[src/rtl/prog_loader_if.sv]
// Byte-stream input and instruction-memory write port of the program loader.
// The loader uses the slave modport; the byte source and memory side use master.
interface prog_loader_if #(
  parameter int ADDR_W = 8
);
  logic              rx_valid;
  logic [7:0]        rx_data;
  logic              rx_ready;
  logic              imem_we;
  logic [ADDR_W-1:0] imem_addr;
  logic [31:0]       imem_wdata;

  modport master (
    output rx_valid, rx_data,
    input  rx_ready, imem_we, imem_addr, imem_wdata
  );

  modport slave (
    input  rx_valid, rx_data,
    output rx_ready, imem_we, imem_addr, imem_wdata
  );
endinterface

[src/rtl/prog_loader.sv]
// Program loader: parses A5 | N(16b LE) | 4N data bytes | XOR checksum into imem writes, then releases the core.
// Writes land one cycle after a word's 4th byte; never stalls the stream (rx_ready drops only on load_req or RUN/ERROR).
module prog_loader #(
  parameter int DEPTH = 256
) (
  input  logic         clk,
  input  logic         rst,
  input  logic         load_req,
  prog_loader_if.slave bus,
  output logic         core_rst_n,
  output logic         busy,
  output logic         done,
  output logic         err
);
  localparam int ADDR_W = $clog2(DEPTH);
  localparam logic [16:0] DEPTH_L = 17'(DEPTH);

  typedef enum logic [2:0] {
    SYNC, LEN_LO, LEN_HI, DATA, CSUM, RUN, ERROR
  } state_t;

  state_t            state;
  state_t            state_nxt;
  logic              rdy;
  logic              accept;
  logic [7:0]        len_lo;
  logic [7:0]        csum;
  logic [15:0]       len;
  logic              len_bad;
  logic [1:0]        byte_cnt;
  logic [23:0]       word_buf;
  logic [ADDR_W-1:0] word_idx;
  logic [ADDR_W-1:0] last_idx;
  logic              word_done;
  logic              last_word;

  assign len       = {bus.rx_data, len_lo};
  assign len_bad   = (len == 16'd0) || ({1'b0, len} > DEPTH_L);
  assign word_done = (byte_cnt == 2'd3);
  assign last_word = word_done && (word_idx == last_idx);
  assign bus.rx_ready = rdy;

  always_ff @(posedge clk) begin
    if (rst) begin
      state <= SYNC;
    end else begin
      state <= state_nxt;
    end
  end

  always_comb begin
    state_nxt = state;
    rdy       = 1'b0;
    busy      = 1'b0;
    done      = 1'b0;
    err       = 1'b0;
    accept    = 1'b0;

    case (state)
      SYNC, LEN_LO, LEN_HI, DATA, CSUM: begin
        busy = 1'b1;
        rdy  = !load_req;
      end
      RUN:     done = 1'b1;
      ERROR:   err  = 1'b1;
      default: ;
    endcase

    accept = bus.rx_valid && rdy;

    case (state)
      SYNC:    if (accept && bus.rx_data == 8'hA5) state_nxt = LEN_LO;
      LEN_LO:  if (accept) state_nxt = LEN_HI;
      LEN_HI:  if (accept) state_nxt = len_bad ? ERROR : DATA;
      DATA:    if (accept && last_word) state_nxt = CSUM;
      CSUM:    if (accept) state_nxt = (bus.rx_data == csum) ? RUN : ERROR;
      RUN:     state_nxt = RUN;
      ERROR:   state_nxt = ERROR;
      default: state_nxt = SYNC;
    endcase

    // load_req overrides whatever the frame parser decided this cycle
    if (load_req) state_nxt = SYNC;
  end

  always_ff @(posedge clk) begin
    if (rst) begin
      bus.imem_we    <= 1'b0;
      bus.imem_addr  <= '0;
      bus.imem_wdata <= '0;
      core_rst_n     <= 1'b0;
      len_lo         <= '0;
      csum           <= '0;
      byte_cnt       <= '0;
      word_buf       <= '0;
      word_idx       <= '0;
      last_idx       <= '0;
    end else begin
      bus.imem_we <= 1'b0;
      core_rst_n  <= (state == RUN) && !load_req;

      if (accept) begin
        case (state)
          LEN_LO: len_lo <= bus.rx_data;
          LEN_HI: begin
            word_idx <= '0;
            csum     <= '0;
            byte_cnt <= '0;
            last_idx <= ADDR_W'(len - 16'd1);
          end
          DATA: begin
            csum     <= csum ^ bus.rx_data;
            byte_cnt <= byte_cnt + 2'd1;
            case (byte_cnt)
              2'd0: word_buf[7:0]   <= bus.rx_data;
              2'd1: word_buf[15:8]  <= bus.rx_data;
              2'd2: word_buf[23:16] <= bus.rx_data;
              default: begin
                bus.imem_we    <= 1'b1;
                bus.imem_addr  <= word_idx;
                bus.imem_wdata <= {bus.rx_data, word_buf};
                // holding on the last word keeps the index inside the memory
                if (!last_word) word_idx <= word_idx + 1'b1;
              end
            endcase
          end
          default: ;
        endcase
      end
    end
  end

  // a word needs four byte cycles, so write strobes can never be adjacent
  assert property (@(posedge clk) disable iff (rst) bus.imem_we |=> !bus.imem_we);

endmodule

[src/flat_wrapper.sv]
// flat-port wrapper written by rule: the top's interface ports become plain ports
module prog_loader_flat 
#(
  parameter int DEPTH = 256
)
  (clk, rst, load_req, core_rst_n, busy, done, err, bus_rx_valid, bus_rx_data, bus_rx_ready, bus_imem_we, bus_imem_addr, bus_imem_wdata);
  prog_loader_if #(.ADDR_W(($clog2(DEPTH)))) bus_i ();
  input  logic clk;
  input  logic rst;
  input  logic load_req;
  output logic core_rst_n;
  output logic busy;
  output logic done;
  output logic err;
  input wire logic [$bits(bus_i.rx_valid)-1:0] bus_rx_valid;
  input wire logic [$bits(bus_i.rx_data)-1:0] bus_rx_data;
  output wire logic [$bits(bus_i.rx_ready)-1:0] bus_rx_ready;
  output wire logic [$bits(bus_i.imem_we)-1:0] bus_imem_we;
  output wire logic [$bits(bus_i.imem_addr)-1:0] bus_imem_addr;
  output wire logic [$bits(bus_i.imem_wdata)-1:0] bus_imem_wdata;
  assign bus_i.rx_valid = bus_rx_valid;
  assign bus_i.rx_data = bus_rx_data;
  assign bus_rx_ready = bus_i.rx_ready;
  assign bus_imem_we = bus_i.imem_we;
  assign bus_imem_addr = bus_i.imem_addr;
  assign bus_imem_wdata = bus_i.imem_wdata;
  prog_loader #(.DEPTH(DEPTH)) u_core (.clk(clk), .rst(rst), .load_req(load_req), .bus(bus_i), .core_rst_n(core_rst_n), .busy(busy), .done(done), .err(err));
endmodule
[config.mk]
export PLATFORM = sky130hd
export DESIGN_NAME = prog_loader_flat
export DESIGN_NICKNAME = d
export VERILOG_FILES = /design/src/rtl/prog_loader_if.sv /design/src/rtl/prog_loader.sv /design/src/flat_wrapper.sv
export SDC_FILE = /design/constraint.sdc
export NUM_CORES = 1
export LEC_CHECK = 0
export BUFFER_PORTS_ARGS = -buffer_cell sky130_fd_sc_hd__clkbuf_2
export CAP_MARGIN = 25
export CELL_PAD_IN_SITES_DETAIL_PLACEMENT = 0
export CELL_PAD_IN_SITES_GLOBAL_PLACEMENT = 1
export CORE_UTILIZATION = 35
export DETAILED_ROUTE_END_ITERATION = 16
export PLACE_DENSITY = 0.65
export SYNTH_ARGS = -nofsm -noshare
export SYNTH_HDL_FRONTEND = slang
export SYNTH_SLANG_ARGS = --single-unit
[constraint.sdc]
create_clock -name clk -period 3.4 [get_ports clk]
set_input_delay 0.68 -clock clk [delete_from_list [all_inputs] [get_ports clk]]
set_output_delay 0.68 -clock clk [all_outputs]
set_load 0.1 [all_outputs]
==> impl_results.md, run 1 <==
* Outcome: finished clean
* Largest family of logic cells by synthesized area: simple AND/OR/NAND/NOR gates
* Core area at roughly 0.012 mm^2
* CP max FO at 11
* Tmin final at 2.49 ns
* # Post-CTS Setup Buffers at 0
* Worst Max-Slew Pin Slew at 0.645 ns
* Gr ovfl total at 0
* Final Total Pwr at 0.00232 W
* DR vias/cell at 5.04
* Initial antenna violation count at 0
* # IOs at 58
* Synth Flop Type: dfxtp_1
* Synth top area share at 47.0%
* Share of layout cells above drive strength 1 at between 10% and 20%
* Final Wtd Congestion at around 0.79
* Worst EP arrival at between 1.5 and 2 ns
* CP Launch Type: flop
* Multiplexer area fraction after synthesis at between 1.5 and 2%
* Clk root buf: clkbuf_16
* Final cell count without fillers at about 760
* Critical path type: reg2out
* Synth area leaders: dfxtp_1, nand2_1, a21oi_1
* Crit path capture type: output pin
* # setup viols final at 0
* GR Util All Layers at roughly 17%
* PostCTS Resize Cnt at 0
* Starting Density at a little over a third
* Antenna Cells at 0
* CTS tree: built
* Syn_nets at 569
* Cell taking the most area after synthesis: dfxtp_1
* Final count of pins violating max slew at 0
* Ys Warns at 0
* # clock sinks at just over 100
* First-pass DRT Iterations at 4
* Post-synth cell types at 44
* Placement Cell Area at 0.00476 mm^2
* Hold Path Class: reg2reg
* Worst clock skew at approximately 0.0057 ns
* Die Span X at ~110 um
* Rows at 40
* Largest net degree at the start of global routing at 52
* Req. time, crit path at approximately 2.7 ns
* Synth Area in Adders at around 2.0%
* DRC Markers at 0
* Synth Area in Simple Gates at 26.0%
* Hold_buf cts at 0
* Vias at about 3.8k
* Vias in the first global route at about 3.6k
* H-tree depth at 3
* Mapped cell area at around 0.0044 mm^2
* NumNets Final at approximately 600
* IO Port Bufs at 57
* Avg Synthesized Cell Area at approximately 8 um^2
* Setup TNS Final at 0 ns
* Fin crit share at about three quarters
* DR iter-0 viols at 210
* Area of the multi-input gates at 0.00211 mm^2
* HPWL after DPL at slightly above 7000 um
* Worst-case clock buffer depth at 2
* DP Cell Count at approximately 740
* Routed len/inst at ~14 um
* Clock transition at path regs at 0.07 ns
* Global-route wire length before repair at around 18000 um
* Routed Antenna Nets at 0
* Leakage at between 1.5 and 2 nW
* Pwr dens at between 400 and 500 mW/mm^2
* Relative slew slack at between 50% and 60%
* Hold WS at about 0.45 ns
* Final hold viol count at 0
* Cts bufs inserted at 9
* Register area share after synthesis at approximately 47%
* Skew-Pair Late Insertion Delay at approximately 0.34 ns
* Max Cap Violations at 0
* P&R area growth vs syn at 15.4%
* Fmax at between 400 and 500 MHz
* Maximum VDD drop at approximately 290 uV
* Unrepaired setup endpoints after global routing: no
* FF/Latch Area at 0.00206 mm^2
* Post-Synth XOR/XNOR Area at 2.60%
* Final wirelength at ~11000 um
* Die area at around 0.013 mm^2
* Synth Area in Compound Gates at roughly 15%
* Die H at approximately 110 um
* Final Cell Area at around 0.0051 mm^2
* Synth async-reset ratio at 0%
* Fillers at 1285
* Post-Syn Instances at 550
* Number of enable flip-flop cells after synthesis at 0
* #FFs+latches synth at 103
[area by class of cell]
| type | instances | share of cell area, % |
|---|---|---|
| sequential | 103 | 40.8 |
| multi-input combinational | 395 | 41.7 |
| tap | 168 | 4.16 |
| clock inverter | 5 | 1.11 |
| clock buffer | 11 | 4.80 |
| inverter | 10 | 0.742 |
| timing repair buffer | 63 | 6.78 |
[sequential cells by signal, indices dropped and copies added, names as in the netlist]
register               flops
u_core.core_rst_n          1
u_core.csum                8
u_core.byte_cnt            2
u_core.last_idx            8
u_core.bus.imem_we         1
u_core.bus.imem_addr       8
u_core.len_lo              8
u_core.bus.imem_wdata     32
u_core.state               3
u_core.word_idx            8
u_core.word_buf           24
[routing by layer]
metal | vias to the layer above | routed length, um | global-route usage [%]
met4 | 0 | 221 | 7.88
met2 | 71 | 4720 | 27.1
met1 | 1777 | 5190 | 23.9
li1 | 1937 | - | -
met3 | 20 | 503 | 2.92
met5 | - | 0 | 0
[synth_stat cells, types with 2 or more instances]
master	count
nand2b_1	5
inv_1	10
a22oi_1	8
and3_1	6
nor2_1	36
nor2b_1	9
a31o_2	2
nor3_1	4
ha_1	7
dfxtp_1	103
xnor2_1	12
a211oi_1	5
nand4_1	5
nand2_1	129
nand3_1	37
and4b_1	2
mux2i_1	7
a21oi_1	78
or3_1	6
clkbuf_1	25
a2111oi_0	2
buf_2	14
a311oi_1	3
clkbuf_2	2
o22ai_1	2
and2_1	2
nor4_1	2
o21ai_0	11
[report_power, final]
part	switching [W]	internal (W)	leakage, nW
clock network	0.000453	0.000592	0.146
logic	0.0000558	0.0000162	0.866
registers	0.00000000783	0.00121	0.829
total	0.000509	0.00181	1.84
[critical path, cell delays in order, from the launching register on]
cell,delay (ns)
dfxtp_1,0.54
inv_1,0.19
nor3_1,0.24
clkbuf_2,0.49
[final timing paths]
kind / startpoint / end / slack [ns] / cells past startpoint
hold / removal: u_core.word_buf[13] / u_core.bus.imem_wdata[13] / 0.45 / 2
setup reg to reg: u_core.state[1] / u_core.bus.imem_wdata[9] / 0.97 / 7
setup / recovery: u_core.state[0] / done / 0.91 / 3
hold reg to reg: u_core.word_buf[13] / u_core.bus.imem_wdata[13] / 0.45 / 2
[cells in the final DEF, fill, tap and decap left out, types with 2 or more instances in the layout]
cell and count:
a211oi_1 5, a311oi_1 3, ha_1 7, and2_1 2, mux2i_1 7, clkbuf_2 56
a31o_2 2, clkinv_2 2, nand2_1 129, nand4_1 5, nor3_1 4, nor2_1 35
dfxtp_1 103, or3_1 6, a21oi_1 78, o22ai_1 2, a22oi_1 8, nand2b_1 5
a2111oi_0 2, and3_1 6, o21ai_0 10, and4b_1 2, nand3_1 37, clkbuf_16 9
nor2b_2 2, inv_1 10, nor4_1 2, buf_4 5, xnor2_1 12, nor2b_1 8
[cells by family after synthesis]
kind of cell / after synthesis
buffers and inverters: 52
AO/OA/AOI/OAI: 118
AND/OR/NAND/NOR: 249
adder cells (fa/ha/maj): 7
flip-flops: 103
XOR/XNOR: 13
multiplexers: 8
[per-stage QoR]
| stage | setup WS [ns] | utilization (%) |
|---|---|---|
| after global placement | 0.932 | 39.3 |
| final | 0.907 | 41.8 |
| after floorplan | 0.0813 | - |
| after CTS | 0.868 | 41.8 |
| after global routing | 0.759 | 41.8 |
| after detailed placement | 0.852 | 39.3 |
No activity file was read; power rests on OpenSTA's default activity.
==> run 2: changes to the inputs <==
- PLACE_DENSITY: 0.65 -> 0.68
- clock period: 3.4 -> 2.1 ns (I/O delays scaled with it)
==> run 2 against run 1 <==
  * Count of clock-buffer cells in the layout rose by 2
  * Global-route usage rose by 0.46 points
  * Critical endpoint is now bus_rx_ready
  * Routed wire length rose by 3.0%
  * Clock skew hardly changed
  * Sequential cell count unchanged
==> impl_results.md, run 2 (same netlist as run 1, synthesis figures left out) <==
* Biggest register: u_core.bus.imem_wdata
* Clock transition at path regs at 0.07 ns (about the same)
* Routed Antenna Nets at 0 (unchanged)
* Max Cap Violations at 0 (unchanged)
* Die Span X at 114 um (unchanged)
* HPWL after DPL at 7450 um (+3.0%)
* IO Port Bufs at 57 (unchanged)
* Initial antenna violation count at 0 (unchanged)
* CTS tree: built
* Starting Density at 36.2% (unchanged)
* Vias in the first global route at 3640 (+1.9%)
* Hold Crit Endpoint: u_core.len_lo[6]
* Gr ovfl total at 0 (unchanged)
* Antenna Cells at 0 (unchanged)
* Pwr dens at 723 mW/mm^2 (+57%)
* Skew-Pair Late Insertion Delay at 0.35 ns (about the same)
* Max reg flops at 32 (unchanged)
* Global-route wire length before repair at 18100 um (+1.5%)
* NumNets Final at 620 (+3.2%)
* Die H at 114 um (unchanged)
* Final Cell Area at 0.00525 mm^2 (+3.8%)
* Largest net degree at the start of global routing at 59 (+13%)
* Unrepaired setup endpoints after global routing: no
* CP max FO at 9 (-2)
* H-tree depth at 3 (unchanged)
* Rows at 40 (unchanged)
* Hold_buf cts at 0 (unchanged)
* RR Startpoint: u_core.len_lo[0]
* P&R area growth vs syn at 19.8%
* # IOs at 58 (unchanged)
* Final Wtd Congestion at 0.741 (-6.2%)
* Tmin final at 1.93 ns
* Worst Max-Slew Pin Slew at 0.607 ns (-0.0377 ns)
* Vias at 3834 (+0.76%)
* Hold Path Class: in2reg
* # setup viols final at 0 (unchanged)
* Routed len/inst at 14.2 um (+0.59%)
* Final hold viol count at 0 (unchanged)
* Critical path type: reg2out
* Fin crit share at between 90% and 100%
* Crit path capture type: output pin
* R2R Setup Slk at 0.21 ns (-0.76 ns)
* Relative slew slack at 59.5% (+2.5 points)
* # clock sinks at 103 (unchanged)
* Final wirelength at 11000 um (+3.0%)
* Worst r2r dst: u_core.state[0]
* Worst clock skew at 0.00559 ns (-0.000135 ns)
* DRC Markers at 0 (unchanged)
* Commonest cells after routing, fill and taps aside: nand2_1, dfxtp_1, a21oi_1
* First-pass DRT Iterations at 4 (unchanged)
* Dpl ws at 0.0879 ns (-0.764 ns)
* DR vias/cell at 4.96 (-1.6%)
* Worst setup margin at 0.168 ns (-0.738 ns)
* GR Util All Layers at 17.9% (+0.46 points)
* Worst EP arrival at 1.51 ns (-0.30 ns)
* Leakage at 1.95 nW (+6.1%)
* Die area at 0.0130 mm^2 (unchanged)
* Commonest non-fill, non-tap cell in the layout: nand2_1
* Fillers at 1251 (-2.6%)
* Worst hold start: bus_rx_data[6]
* Clk root buf: clkbuf_16
* Share of layout cells above drive strength 1 at 18.0% (+2.7 points)
* Reg2Reg Depth at 8 (+1)
* Req. time, crit path at 1.68 ns (-1.04 ns)
* Final count of pins violating max slew at 0 (unchanged)
* Placement Cell Area at 0.00495 mm^2 (+4.0%)
* Hold Path Depth at 3 (+1)
* Core area at 0.0121 mm^2 (unchanged)
* Biggest regs: u_core.bus.imem_wdata (32), u_core.word_buf (24)
* Maximum VDD drop at 312 uV (+8.9%)
* DR iter-0 viols at 172 (-18%)
* Cts bufs inserted at 9 (unchanged)
* CP Launch Type: flop
* Worst-case clock buffer depth at 2 (unchanged)
* Outcome: finished clean
* Fmax at roughly 520 MHz
* # Post-CTS Setup Buffers at 0 (unchanged)
run 2: cell count changes in the layout (fill, tap and decap cells not counted), moves of 2 or more:
cell | before | now
clkbuf_2 | 56 | 54
clkinv_2 | 2 | 0
buf_12 | 1 | 3
buf_4 | 5 | 24
run 2: how the worst max path moves through the flow:
stage / startpoint / slack [ns] / cells after the start / end
after floorplan: u_core.state[0] / -0.10 / 3 / done
after global placement: load_req / 0.14 / 7 / u_core.word_idx[0]
after detailed placement: load_req / 0.09 / 7 / u_core.word_idx[0]
after CTS: u_core.state[1] / 0.15 / 3 / bus_rx_ready
after global routing: u_core.word_idx[1] / 0.05 / 7 / u_core.word_idx[0]
final: u_core.state[1] / 0.17 / 3 / bus_rx_ready
run 2: final cells by class:
type | instances | area [um^2] | area share, %
inverters | 10 | 37.5 | 0.715
clock buffers | 13 | 260 | 4.96
clock inverters | 2 | 38.8 | 0.739
multi-input cells | 395 | 2120 | 40.5
repair buffers | 82 | 515 | 9.82
flip-flops and latches | 103 | 2060 | 39.3
well taps | 168 | 210 | 4.00
run 2: through the flow:
step / TNS, ns / util [%] / cells / total power (W) / hold slack, ns
after floorplan: -0.206 / - / 550 / 0.00208 / 0.432
after CTS: 0 / 43.3 / 773 / 0.00384 / 0.349
after global placement: 0 / 40.9 / 758 / 0.00212 / 0.443
after global routing: 0 / 43.3 / 773 / 0.00392 / 0.399
after detailed placement: 0 / 40.9 / 758 / 0.00212 / 0.446
final: 0 / 43.3 / 773 / 0.00379 / 0.368
run 2: power breakdown:
| part | total (W) | internal [W] | switching [W] |
|---|---|---|---|
| Sequential | 0.00195 | 0.00195 | 0.0000000133 |
| Clock | 0.00172 | 0.000989 | 0.000726 |
| Combinational | 0.000127 | 0.0000353 | 0.0000915 |
| Total | 0.00379 | 0.00298 | 0.000818 |
run 2: critical path, stage by stage (launching register included):
cell and delay (ns):
dfxtp_1 0.41, o21ai_4 0.16, nor2b_4 0.14, clkbuf_2 0.45
run 2: what timing repair did:
item	in CTS	in global routing
gates resized for setup	1	0
endpoints found under the hold margin	0	0
endpoints found under the setup margin	1	0
run 2: routing by layer:
layer  part of all wire, %  track usage (%)  up-vias
met5                     0                0        -
met4                   1.4             7.27        0
met3                   3.7             3.56        9
met2                    45             28.3       72
met1                    50             24.0     1788
li1                      -                -     1965
